### config.mk
export PLATFORM = sky130hd
export DESIGN_NAME = demux64_1to2
export DESIGN_NICKNAME = d
export VERILOG_FILES = /design/src/rtl/demux64_1to2_pkg.sv /design/src/rtl/demux64_1to2_fifo2_buf.sv /design/src/rtl/demux64_1to2.sv
export SDC_FILE = /design/constraint.sdc
export NUM_CORES = 1
export LEC_CHECK = 0
export BUFFER_PORTS_ARGS = -buffer_cell sky130_fd_sc_hd__buf_2
export CORE_ASPECT_RATIO = 1.2
export CORE_MARGIN = 3
export CORE_UTILIZATION = 56
export CTS_BUF_LIST = sky130_fd_sc_hd__clkbuf_8
export CTS_CLUSTER_SIZE = 28
export DETAILED_ROUTE_END_ITERATION = 10
export PLACE_DENSITY = 0.81
export SKIP_CTS_REPAIR_TIMING = 1
export SYNTH_ARGS = -nofsm -noshare
export SYNTH_HDL_FRONTEND = slang
export SYNTH_SLANG_ARGS = --single-unit
### constraint.sdc
create_clock -name clk -period 5.2 [get_ports clk]
set_clock_uncertainty 0.15 [all_clocks]
set_input_delay 0.26 -clock clk [delete_from_list [all_inputs] [get_ports clk]]
set_output_delay 0.26 -clock clk [all_outputs]
set_load 0.02 [all_outputs]
### src/rtl/demux64_1to2_pkg.sv
// Shared parameters and select encodings for the 1-to-2 result demultiplexer.
package demux64_1to2_pkg;

  localparam int WIDTH_DEFAULT = 64;
  localparam int DEPTH_DEFAULT = 2;

  // Occupancy spans 0..DEPTH, pointers index DEPTH entries.
  localparam int CNT_W = 2;
  localparam int PTR_W = 1;

  typedef enum logic {
    SEL_OUT0 = 1'b0,
    SEL_OUT1 = 1'b1
  } sel_e;

endpackage

### src/rtl/demux64_1to2_fifo2_buf.sv
// Two-entry FIFO buffer: plain push/pop storage, no steering knowledge.
module fifo2_buf
  import demux64_1to2_pkg::*;
#(
  parameter int WIDTH = WIDTH_DEFAULT,
  parameter int DEPTH = DEPTH_DEFAULT
) (
  input  logic             clk,
  input  logic             rst,
  input  logic             push,
  input  logic             pop,
  input  logic [WIDTH-1:0] push_data,
  output logic [WIDTH-1:0] data,
  output logic             valid,
  output logic             full,
  output logic [CNT_W-1:0] count
);

  localparam logic [CNT_W-1:0] FULL_CNT = CNT_W'(DEPTH);

  logic [WIDTH-1:0] mem_q [DEPTH];
  logic [PTR_W-1:0] wr_ptr_q, wr_ptr_d;
  logic [PTR_W-1:0] rd_ptr_q, rd_ptr_d;
  logic [CNT_W-1:0] count_q, count_d;
  logic             push_ok, pop_ok;

  // A pop on an empty buffer is ignored; a push into a full buffer is only
  // legal when the head leaves in the same cycle.
  always_comb begin
    pop_ok   = pop && (count_q != '0);
    push_ok  = push && ((count_q != FULL_CNT) || pop_ok);
    wr_ptr_d = wr_ptr_q;
    rd_ptr_d = rd_ptr_q;
    count_d  = count_q;
    if (push_ok) wr_ptr_d = wr_ptr_q + 1'b1;
    if (pop_ok)  rd_ptr_d = rd_ptr_q + 1'b1;
    case ({push_ok, pop_ok})
      2'b10:   count_d = count_q + 1'b1;
      2'b01:   count_d = count_q - 1'b1;
      default: count_d = count_q;
    endcase
  end

  always_ff @(posedge clk) begin
    if (rst) begin
      wr_ptr_q <= '0;
      rd_ptr_q <= '0;
      count_q  <= '0;
    end else begin
      wr_ptr_q <= wr_ptr_d;
      rd_ptr_q <= rd_ptr_d;
      count_q  <= count_d;
    end
  end

  always_ff @(posedge clk) begin
    if (push_ok && !rst) mem_q[wr_ptr_q] <= push_data;
  end

  assign data  = mem_q[rd_ptr_q];
  assign valid = (count_q != '0);
  assign full  = (count_q == FULL_CNT);
  assign count = count_q;

endmodule

### src/rtl/demux64_1to2.sv
// Steers each accepted input word into one of two independent FIFO buffers.
module demux64_1to2
  import demux64_1to2_pkg::*;
#(
  parameter int WIDTH = WIDTH_DEFAULT,
  parameter int DEPTH = DEPTH_DEFAULT
) (
  input  logic             clk,
  input  logic             rst,
  input  logic [WIDTH-1:0] in_data,
  input  logic             in_sel,
  input  logic             in_valid,
  output logic             in_ready,
  output logic [WIDTH-1:0] out0_data,
  output logic             out0_valid,
  input  logic             out0_ready,
  output logic [WIDTH-1:0] out1_data,
  output logic             out1_valid,
  input  logic             out1_ready,
  output logic             busy
);

  sel_e             sel;
  logic [1:0]       push_en;
  logic [1:0]       pop_en;
  logic [1:0]       buf_full;
  logic [1:0]       buf_valid;
  logic [1:0]       buf_busy;
  logic [1:0]       out_ready;
  logic [WIDTH-1:0] buf_data [2];
  logic [CNT_W-1:0] buf_count [2];

  assign sel       = sel_e'(in_sel);
  assign out_ready = {out1_ready, out0_ready};

  // A full buffer still accepts when its head is consumed this cycle; since a
  // full buffer is always valid, outN_ready alone indicates that pop.
  always_comb begin
    in_ready = 1'b1;
    case (sel)
      SEL_OUT0: in_ready = !buf_full[0] || out0_ready;
      SEL_OUT1: in_ready = !buf_full[1] || out1_ready;
      default:  in_ready = 1'b1;
    endcase
  end

  genvar gi;
  generate
    for (gi = 0; gi < 2; gi++) begin : g_buf
      assign push_en[gi]  = in_valid && in_ready && (sel == sel_e'(gi)) && !rst;
      assign pop_en[gi]   = out_ready[gi] && !rst;
      assign buf_busy[gi] = (buf_count[gi] != '0);

      fifo2_buf #(
        .WIDTH (WIDTH),
        .DEPTH (DEPTH)
      ) u_buf (
        .clk       (clk),
        .rst       (rst),
        .push      (push_en[gi]),
        .pop       (pop_en[gi]),
        .push_data (in_data),
        .data      (buf_data[gi]),
        .valid     (buf_valid[gi]),
        .full      (buf_full[gi]),
        .count     (buf_count[gi])
      );
    end
  endgenerate

  assign out0_data  = buf_data[0];
  assign out1_data  = buf_data[1];
  assign out0_valid = buf_valid[0];
  assign out1_valid = buf_valid[1];
  assign busy       = |buf_busy;

endmodule

# --- Word-level counts from Yosys, hierarchy flattened ---
# Memory sizes are Yosys's and may differ from the RTL's. A register that Yosys moved wholly into a read port is not among the register bits.
# Cells that the tools add are included.
classes:
  add_sub_neg: 8
  eq_ne: 8
  muxes: 11
  bitwise: 1
  reduce_logical: 25
ops:
  columns: ["cell", "n"]
  rows:
  - ["1-bit logical AND", 13]
  - ["2-bit equality test, second input constant", 4]
  - ["1-bit two-way mux", 8]
  - ["2-bit one-hot mux with 2 select lines", 2]
  - ["2-bit nonzero test", 4]
  - ["1-bit adder, second input constant", 4]
  - ["2-bit by 1-bit adder with 2-bit output, second input constant", 2]
  - ["2-bit by 1-bit equality test with 1-bit output, second input constant", 2]
  - ["1-bit logical OR", 4]
  - ["2-bit != test, second input constant", 2]
  - ["2-bit by 1-bit subtractor with 2-bit output, second input constant", 2]
  - ["1-bit zero test", 3]
  - ["1-bit one-hot mux with 2 select lines", 1]
  - ["2-bit OR reduction", 1]
  - ["1-bit NOT", 1]
totals:
  ff_bits: 8
  mem_bits_rw: 256
  in_bits: 70
  out_inout_bits: 132
  elab_cells: 61
  n_memories: 2
mem_list:
  columns: ["name", "depth", "width", "rd", "rd_clocked_by_memory_dff", "write_ports", "line", "rtl"]
  rows:
  - ["g_buf[0].u_buf.mem_q", 2, 64, 1, 1, 1, "demux64_1to2_fifo2_buf.sv:21", "logic [WIDTH-1:0] mem_q [DEPTH];"]
  - ["g_buf[1].u_buf.mem_q", 2, 64, 1, 1, 1, "demux64_1to2_fifo2_buf.sv:21", null]

# --- Depth between registers and ports, before layout ---
# Gate-level depths: netlist (run 1).
depth:
  word_depth: 11
  mapped_depth: 6
  mapped_depth_nobuf: 6

# --- Hierarchy ---
# Synthesis (run 1) repeated with hierarchy kept, for this count alone.
unflattened:
  hier_cells: 468
  area_unflattened_um2: 9867.0
by_module_without_submodules:
  columns: ["module", "n_inst", "cells_per_inst", "area_per_inst_um2", "seq_area_each_um2"]
  rows:
  - ["fifo2_buf", 2, 229, 4902.2, 3943.8]
  - ["demux64_1to2", 1, 10, 62.6, 0.0]

# --- Worst setup path after synthesis (run 1) ---
# No wires, ideal clock.
synth_path:
  path_kind: "register -> register"
  start: "reg g_buf[0].u_buf.count_q[0]"
  end: "mem g_buf[0].u_buf.mem_q[0][0] (netlist bit) (enable)"
  setup_ns: 0.486
  arrival_ns: 3.588
  required_ns: 4.564
  setup_slack_ns: 0.976
  path_stages_with_launch: 4
  n_path_buf: 0
  synth_period_minus_slack_ns: 4.224
  path_cell_list: "dfxtp_1 > nor3b_1 > or4_4 > nor2_1"
synth_via:
  elab_chain_cells: 11
  word_cells_on_any_way: 15
  classes_between: "eq/ne: 2; mux: 3; reduce/logical: 10"
synth_lines:
  columns: ["item", "line", "rtl"]
  rows:
  - ["start: declaration", "demux64_1to2_fifo2_buf.sv:24", "logic [CNT_W-1:0] count_q, count_d;"]
  - ["start signal: assignment", "demux64_1to2_fifo2_buf.sv:52", "count_q <= count_d;"]
  - ["2-bit equality test", "demux64_1to2_fifo2_buf.sv:62", "assign full = (count_q == FULL_CNT);"]
  - ["1-bit zero test", "demux64_1to2.sv:41", "SEL_OUT0: in_ready = !buf_full[0] || out0_ready;"]
  - ["1-bit logical OR", "demux64_1to2.sv:41", null]
  - ["1-bit one-hot mux with 2 select lines", "demux64_1to2.sv:40", "case (sel)"]
  - ["1-bit logical AND (3 in a row)", "demux64_1to2.sv:50", "assign push_en[gi] = in_valid && in_ready && (sel == sel_e'(gi)) && !rst;"]
  - ["1-bit logical AND (*)", "demux64_1to2_fifo2_buf.sv:31", "push_ok = push && ((count_q != FULL_CNT) || pop_ok);"]
  - ["1-bit logical AND (*)", "demux64_1to2_fifo2_buf.sv:57", "if (push_ok && !rst) mem_q[wr_ptr_q] <= push_data;"]
  - ["1-bit two-way mux (*)", "demux64_1to2_fifo2_buf.sv:57", null]
  - ["1-bit two-way mux (implied by the code) (*)", "demux64_1to2_fifo2_buf.sv:57", null]
  - ["end: declaration", "demux64_1to2_fifo2_buf.sv:21", null]
# Mark *: on every way between the ends. The rest lies on a longest branch, timed or not.

# --- Final worst setup path (run 1) ---
layout_path:
  start: "in rst"
  end: "mem g_buf[0].u_buf.mem_q[1][5] (netlist bit) (enable)"
layout_via:
  elab_chain_cells: 8
  word_cells_on_any_way: 9
  classes_between: "mux: 2; reduce/logical: 7"
layout_lines:
  columns: ["item", "line", "rtl"]
  rows:
  - ["start: declaration", "demux64_1to2.sv:9", "input logic rst,"]
  - ["1-bit zero test (*)", "demux64_1to2_fifo2_buf.sv:57, demux64_1to2.sv:50, demux64_1to2.sv:51", null]
  - ["1-bit logical AND", "demux64_1to2.sv:51", "assign pop_en[gi] = out_ready[gi] && !rst;"]
  - ["1-bit logical AND", "demux64_1to2_fifo2_buf.sv:30", "pop_ok = pop && (count_q != '0);"]
  - ["1-bit logical OR", "demux64_1to2_fifo2_buf.sv:31", null]
  - ["1-bit logical AND", "demux64_1to2_fifo2_buf.sv:31", null]
  - ["1-bit logical AND (*)", "demux64_1to2_fifo2_buf.sv:57", null]
  - ["1-bit two-way mux (*)", "demux64_1to2_fifo2_buf.sv:57", null]
  - ["1-bit two-way mux (implied by the code) (*)", "demux64_1to2_fifo2_buf.sv:57", null]
# Marked as above.

==> results of run 1 <==
how the worst max path moves through the flow:
stage / from / to / slack [ns] / depth (start not counted)
floorplan: g_buf[0].u_buf.count[0]$_SDFFE_PP0P_ / g_buf[0].u_buf.mem_q[0][0]$_DFFE_PP_ / 0.98 / 3
global placement: rst / g_buf[0].u_buf.mem_q[1][36]$_DFFE_PP_ / 2.30 / 4
detailed placement: rst / g_buf[0].u_buf.mem_q[0][51]$_DFFE_PP_ / 2.22 / 4
CTS: g_buf[0].u_buf.count[0]$_SDFFE_PP0P_ / g_buf[0].u_buf.mem_q[0][5]$_DFFE_PP_ / 2.25 / 4
global route: rst / g_buf[0].u_buf.mem_q[0][5]$_DFFE_PP_ / 2.08 / 5
finish: rst / g_buf[0].u_buf.mem_q[1][5]$_DFFE_PP_ / 2.23 / 5
cell type report:
type	instances	area, um2
multi-input combinational	170	1740
clock inverter	26	131
tap	216	270
fill	1019	4540
inverter	4	15.0
clock buffer	45	619
sequential	266	7890
timing repair buffer	273	1710
worst register-to-register path: stages, from the launching register on:
cell and delay, ns:
dfxtp_1 0.42, nor3b_1 0.12, or4_4 0.48, nor2_4 0.87, buf_4 0.49
per-layer routing:
metal	wire [um]	vias to the layer above
met3	1450	35
li1	-	2404
met1	7410	2590
met5	0	-
met4	391	0
met2	10100	212
sequential cells by signal, summed over array words and instances, names as in the netlist, named ones only:
name	flops
g_buf.u_buf.count	4
g_buf.u_buf.mem_q	256
g_buf.u_buf.rd_ptr_q	2
g_buf.u_buf.wr_ptr_q	2
cells in the final DEF (no fill, tap or decap), drive strengths merged, types with 3 or more instances in the layout:
master,n
inv,21
dfxtp,10
nor2,13
clkbuf,45
edfxtp,256
xor2,4
mux2,128
o21ai,6
clkinv,8
dlygate4sd3,66
or2,3
buf,207
cells by family (layout without fill, tap and decap cells):
| kind of cell | Yosys count | after routing |
|---|---|---|
| buffers and inverters | 19 | 348 |
| adders and majority gates | 2 | 2 |
| AOI/OAI and AO/OA | 11 | 11 |
| DFF | 266 | 266 |
| xor gates and xnor gates | 6 | 6 |
| and+or+nand+nor | 23 | 23 |
| muxes | 128 | 128 |
power groups by stage:
stage / Combinational [mW] / Sequential [mW] / Clock (mW)
2_1_floorplan: 0.240 / 2.46 / 0
3_3_place_gp: 0.381 / 2.46 / 0
3_5_place_dp: 0.388 / 2.46 / 0
4_1_cts: 0.391 / 2.42 / 1.59
5_1_grt: 0.457 / 2.42 / 1.70
6_report: 0.428 / 2.42 / 1.56
stage by stage:
step | hold WS (ns) | std cells | setup slack [ns] | util | area (um2)
global placement | 0.323 | 863 | 2.30 | 0.648 | 11000
detailed placement | 0.327 | 863 | 2.22 | 0.648 | 11000
global route | 0.0147 | 1000 | 2.08 | 0.732 | 12400
CTS | -0.215 | 934 | 2.25 | 0.693 | 11700
floorplan | 0.209 | 455 | 0.976 | - | 9680
finish | 0.0166 | 1000 | 2.23 | 0.732 | 12400
==> reports/summary.txt, run 1 <==
Mapped Cells: 455
critical path peak fanout: 39
Worst Hold Depth: 3
die outline width: 126 um
period utilization: 0.571
cells along the critical path: dlygate4sd3_1 > buf_2 > or4_4 > nor2_4 > buf_4
largest family of logic cells by synthesized area: multiplexers
Worst Min Path Start: in_sel
Primary FF master, synth: edfxtp_1
Worst EP required: 5.22 ns
YS warnings: 0
Flop pwr share: 0.549
post-synthesis mux area share: 0.149
Post-Synth Adder-Cell Area: 0.00258
sw frac: 0.223
worst-skew pair later-pin latency: 0.51 ns
Root Buffer: clkbuf_8
Layout area overhead: 27.8%
cts bufs inserted: 40
DRT Pass-1 Iters: 4
Fin. Hold Viols: 0
DP HPWL: 11500 um
DR vias/cell: 5.24
final setup TNS: 0 ns
post-synth top area share: 0.794
NetSw: 0.980 mW
count of cell types in the netlist: 23
RSZ-0062 raised after global routing: false
total grt overflow: 0
Worst Path Class, Setup: input port to register
reg2reg setup slack: 2.32 ns
GR Layer Usage met1: 0.236
sequential-to-total area share from yosys stat: 0.814
r2r worst-path depth: 4
global-route wire length before repair: 27800 um
largest net degree at the start of global routing: 65
Post-Syn Area per Cell: 21.3 um2
Largest stage delay, worst path: 0.87 ns
via count: 5241
Pint: 3.42 mW
worst hold path class: input port to register
met2 Resource Use GR: 0.323
# rows: 52
final setup vio count: 0
Final ANT Viol Nets: 0
die area: 18900 um2
Top Usage Layer GRT: met2
Syn Nets: 527
H-tree depth: 2
CTS tree: built
vias in the first global route: 5195
Buf/Inv on CP: 3
outcome: complete, no violations
Clock Sink Count: 266
Fmax achieved: 0.337 GHz
commonest cells in the netlist: edfxtp_1 (256), mux2_2 (128), buf_2 (14), nor2_1 (13), dfxtp_1 (10)
Synth Register Bits: 266
PwrDens: 356 nW/um2
Max clock buf depth: 3
Slowest-stage cell, CP: nor2_4
Critical Path End Type: register
Core Footprint: 16900 um2
P_leak: 4.53 nW
die height: 150 um
Arr. time, crit path: 2.98 ns
share of cells above drive strength 1: 0.508
biggest area consumer among synthesized cells: edfxtp_1
Synth Area in Compound Gates: 0.00711
hold endpoint: g_buf[0].u_buf.wr_ptr_q$_SDFFE_PP0P_
Clk pwr share: 0.354
max cap viols: 0
worst r2r dst: g_buf[0].u_buf.mem_q[1][5]$_DFFE_PP_
Slew Limit Fails: 0
I/O pin cnt: 202
antenna violations before repair: 0
Tot GR Track Use: 0.191
headroom to the max-slew limit: 0.244
FFs w/ async S/R, synth: 0
worst-margin pin slew: 1.13 ns
initial cell density of the core: 0.572
top cells by area, synth: edfxtp_1 (79%), mux2_2 (15%), dfxtp_1 (2.1%), buf_2 (0.72%), nor2_1 (0.50%)
CP startpoint kind: input port
EDFF count, synth: 256
DRC viols: 0
DRT Wirelength: 19300 um
xor-xnor portion of the synthesized cell area: 0.00543
average wire per standard cell: 19.3 um
Placer Congestion: 0.793
cell with the most instances after synthesis: edfxtp_1
Clock transition at path regs: 0.06 ns
DR iter-0 viols: 285
CP delay by family, top: simple AND/OR/NAND/NOR gates
fin crit period: 2.97 ns
antenna fix cells: 0
met3 global-route usage: 0.0603
Post-Synth Simple-Gate Area: 0.0124
Mapped Area: 9680 um2
fin nets: 827
Comb pwr share: 0.097
Tot Pwr: 4.40 mW
maximum vdd ir drop: 0.000252 V
# port buffers: 201
worst r2r src: g_buf[0].u_buf.count[0]$_SDFFE_PP0P_
(Power assumes the default switching activity.)
==> run 2: changes to the inputs <==
- CORE_UTILIZATION: 56 -> 51
- PLACE_DENSITY: 0.81 -> 0.78
- clock period: 5.2 -> 2.5 ns (I/O delays scaled with it)
==> run 2 against run 1 <==
  * Total power increased by 120%
  * Highest routed layer unchanged
  * Sequential cell count unchanged
  * First-iteration DRC count is 22% lower
  * Largest power group unchanged
  * Clock-buffer cell count is 4 lower
  * Combinational power grew 110%
  * Clock power increased by 130%
  * Core utilization shrank 4.6 points
  * Design area grew 1.8%
  * Global-route usage down 1.8 points
==> reports/summary.txt, run 2 (synthesis gave the netlist of run 1 again) <==
Most flops, register: g_buf.u_buf.mem_q
max cap viols: 0
CP startpoint kind: register
Critical Path End Type: output pin
die height: 157 um
Clock Sink Count: 266
# port buffers: 201
worst-margin pin slew: 0.515 ns
commonest non-fill, non-tap cell in the layout: edfxtp_1
critical path peak fanout: 35
DRT Wirelength: 19000 um
commonest non-fill, non-tap cells in the layout: edfxtp_1 (256), buf_2 (201), mux2_2 (128)
total grt overflow: 0
via count: 5218
max FFs per register: 256
global-route wire length before repair: 28000 um
largest net degree at the start of global routing: 65
worst hold path class: input port to register
Core Footprint: 18400 um2
worst-skew pair later-pin latency: 0.52 ns
Max clock buf depth: 3
Fin. Hold Viols: 0
Final ANT Viol Nets: 0
share of cells above drive strength 1: 0.505
Slew Limit Fails: 0
fin crit period: 2.16 ns
DRT Pass-1 Iters: 4
initial cell density of the core: 0.527
final setup TNS: 0 ns
sw frac: 0.219
antenna violations before repair: 0
antenna fix cells: 0
average wire per standard cell: 18.2 um
RSZ-0062 raised after global routing: false
P_leak: 4.57 nW
DP Cell Count: 902
Worst Path Class, Setup: register to output pin
Clk pwr share: 0.377
fin nets: 835
Largest stage delay, worst path: 0.42 ns
NetSw: 2.08 mW
I/O pin cnt: 202
Worst EP required: 2.23 ns
PwrDens: 755 nW/um2
H-tree depth: 2
DR iter-0 viols: 223
Fmax achieved: 0.463 GHz
DP HPWL: 11400 um
final setup vio count: 0
DRC viols: 0
die outline width: 132 um
CTS tree: built
Layout area overhead: 30.1%
Arr. time, crit path: 1.88 ns
cells along the critical path: buf_4 > mux2_2 > buf_2
outcome: complete, no violations
Root Buffer: clkbuf_8
maximum vdd ir drop: 0.000682 V
Placer Congestion: 0.783
Tot GR Track Use: 0.173
vias in the first global route: 5355
die area: 20700 um2
Tot Pwr: 9.51 mW
cts bufs inserted: 41
Comb pwr share: 0.095
period utilization: 0.864
# rows: 54
Pint: 7.43 mW
DR vias/cell: 5.00
Flop pwr share: 0.528
non-filler cells, final: 1044
headroom to the max-slew limit: 0.657
Slowest-stage cell, CP: buf_4
Clock transition at path regs: 0.06 ns
==> run 2: through the flow <==
step | hold WS, ns | utilization | instance area, um2 | setup WS, ns
floorplan | 0.0739 | - | 9700 | -0.657
global placement | 0.185 | 0.603 | 11100 | 0.523
detailed placement | 0.193 | 0.603 | 11100 | 0.455
CTS | -0.356 | 0.648 | 11900 | 0.308
global route | 0.197 | 0.686 | 12600 | 0.259
finish | 0.208 | 0.686 | 12600 | 0.341
==> run 2: worst paths after layout <==
kind	slack [ns]	cells after the start	from	endpoint
min reg2reg	0.37	1	g_buf[1].u_buf.wr_ptr_q$_SDFFE_PP0P_	g_buf[1].u_buf.wr_ptr_q$_SDFFE_PP0P_
max reg2reg	0.39	6	g_buf[0].u_buf.count[0]$_SDFFE_PP0P_	g_buf[0].u_buf.count[1]$_SDFFE_PP0P_
min	0.21	2	in_data[12]	g_buf[1].u_buf.mem_q[0][12]$_DFFE_PP_
max	0.34	3	register	out1_data[44]
==> run 2: metal layers <==
layer	share of wire	track usage
met5	0	0
met4	0.024	0.0630
met3	0.075	0.0655
met2	0.52	0.300
met1	0.38	0.199
==> run 2: power groups by stage <==
stage | combinational [mW] | sequential [mW] | clock [mW]
floorplan | 0.502 | 5.11 | 0
global route | 0.960 | 5.03 | 3.90
finish | 0.899 | 5.03 | 3.59
detailed placement | 0.813 | 5.12 | 0
CTS | 0.818 | 5.03 | 3.68
global placement | 0.792 | 5.11 | 0
==> run 2: critical path: cells and delay by family, from the launching register on <==
| kind | cells | cell delay, ns |
|---|---|---|
| muxes | 1 | 0.42 |
| DFF | 1 | 0.33 |
| buffers and inverters | 2 | 0.58 |
==> run 2: cell type report <==
type / instances / area, um2
Clock inverter: 31 / 254
Multi-Input combinational cell: 170 / 1740
Inverter: 4 / 15.0
Timing Repair Buffer: 280 / 1820
Clock buffer: 41 / 564
Sequential cell: 266 / 7890
Fill cell: 1209 / 5780
Tap cell: 252 / 315
==> run 3: changes to the inputs <==
- CORE_ASPECT_RATIO: 1.2 -> 1.1
==> run 3 against run 2 <==
  * Sequential power about the same
  * Cell count is 0.86% lower
  * Critical path depth up 3
  * Register-to-register slack got worse by 0.29 ns
  * Via count rose by 0.69%
  * Combinational power up 0.7%
  * Sequential cell count unchanged
  * Largest cell class unchanged
  * Largest power group unchanged
==> reports/summary.txt, run 3 (synthesis gave the netlist of run 1 again) <==
largest net degree at the start of global routing: 62
I/O pin cnt: 202
Pint: 6.90 mW
Clk pwr share: 0.338
Tot GR Track Use: 0.170
total grt overflow: 0
period utilization: 0.962
Tot Pwr: 8.96 mW
Critical Path End Type: register
vias in the first global route: 5088
Arr. time, crit path: 2.42 ns
max cap viols: 0
critical path peak fanout: 47
antenna fix cells: 0
die outline width: 137 um
# rows: 52
Final Instance Area: 12500 um2
DR vias/cell: 5.08
Flop pwr share: 0.561
sw frac: 0.230
worst hold path class: input port to register
Clock Sink Count: 266
Worst Path Class, Setup: register to register
maximum vdd ir drop: 0.000561 V
Worst EP required: 2.52 ns
Slowest-stage cell, CP: dlygate4sd3_1
NetSw: 2.06 mW
Fin. Hold Viols: 0
Comb pwr share: 0.101
DP HPWL: 11500 um
Root Buffer: clkbuf_8
fin nets: 836
Placer Congestion: 0.781
Core Footprint: 18500 um2
Largest stage delay, worst path: 0.59 ns
Max clock buf depth: 3
Final ANT Viol Nets: 0
cells along the critical path: or3b_1 > nand4_1 > dlygate4sd3_1 > buf_4 > nor2_4 > buf_12
Layout area overhead: 28.8%
DRC viols: 0
die height: 151 um
outcome: complete, no violations
final setup vio count: 0
initial cell density of the core: 0.522
cts bufs inserted: 40
PwrDens: 718 nW/um2
DRT Pass-1 Iters: 5
H-tree depth: 2
CP startpoint kind: register
Clock transition at path regs: 0.06 ns
CTS tree: built
worst-margin pin slew: 0.445 ns
P_leak: 4.53 nW
Slew Limit Fails: 0
Placed Instance Area: 11100 um2
DRT Wirelength: 19300 um
global-route wire length before repair: 26700 um
# port buffers: 201
final core utilization: 0.673
max FFs per register: 256
RSZ-0062 raised after global routing: false
Fmax achieved: 0.416 GHz
average wire per standard cell: 18.6 um
fin crit period: 2.40 ns
die area: 20700 um2
worst-skew pair later-pin latency: 0.51 ns
share of cells above drive strength 1: 0.500
Most flops, register: g_buf.u_buf.mem_q
headroom to the max-slew limit: 0.703
via count: 5254
antenna violations before repair: 0
commonest non-fill, non-tap cells in the layout: edfxtp_1 (256), buf_2 (201), mux2_2 (128)
DR iter-0 viols: 244
commonest non-fill, non-tap cell in the layout: edfxtp_1
==> run 3: power by group through the flow <==
stage | combinational (mW) | clock (mW) | sequential [mW]
after floorplan | 0.502 | 0 | 5.11
after detailed placement | 0.819 | 0 | 5.12
after CTS | 0.823 | 3.10 | 5.03
final | 0.905 | 3.03 | 5.03
after global placement | 0.800 | 0 | 5.11
after global routing | 0.964 | 3.32 | 5.03
==> run 3: metrics by stage <==
stage	hold slack, ns	worst slack (ns)	setup TNS [ns]	cells
after floorplan	0.0739	-0.657	-84.04	455
after global placement	0.187	0.512	0	895
after detailed placement	0.198	0.418	0	895
after CTS	-0.348	0.378	0	965
after global routing	0.208	0.0289	0	1035
final	0.219	0.0952	0	1035
==> run 3: critical path, delay by kind of cell, from the launching register on <==
family | cells | cell delay [ns]
DFF | 1 | 0.42
and+or+nand+nor | 3 | 0.41
buffers and inverters | 3 | 1.02
==> run 3: final cells by class <==
cell class              count  area, um2
clock inverters            29        114
inverters                   4       15.0
fillers                  1180       6070
well taps                 243        304
clock buffers              41        564
flip-flops and latches    266       7890
repair buffers            282       1850
multi-input cells         170       1740
==> run 3: path summary, 6_finish.rpt <==
kind | startpoint | to | slack (ns) | cells past startpoint
setup / recovery | g_buf[1].u_buf.count[0]$_SDFFE_PP0P_ | g_buf[1].u_buf.mem_q[0][60]$_DFFE_PP_ | 0.1 | 6
hold / removal | in_data[33] | g_buf[1].u_buf.mem_q[0][33]$_DFFE_PP_ | 0.22 | 2
setup reg to reg | g_buf[1].u_buf.count[0]$_SDFFE_PP0P_ | g_buf[1].u_buf.mem_q[0][60]$_DFFE_PP_ | 0.1 | 6
hold reg to reg | g_buf[1].u_buf.wr_ptr_q$_SDFFE_PP0P_ | g_buf[1].u_buf.wr_ptr_q$_SDFFE_PP0P_ | 0.36 | 1
==> run 3: metal layers <==
metal / vias to the layer above / track usage / wire, um
met3: 37 / 0.0541 / 1420
met1: 2590 / 0.207 / 7490
met2: 207 / 0.288 / 9940
li1: 2420 / - / -
met4: 0 / 0.0549 / 410
met5: - / 0 / 0
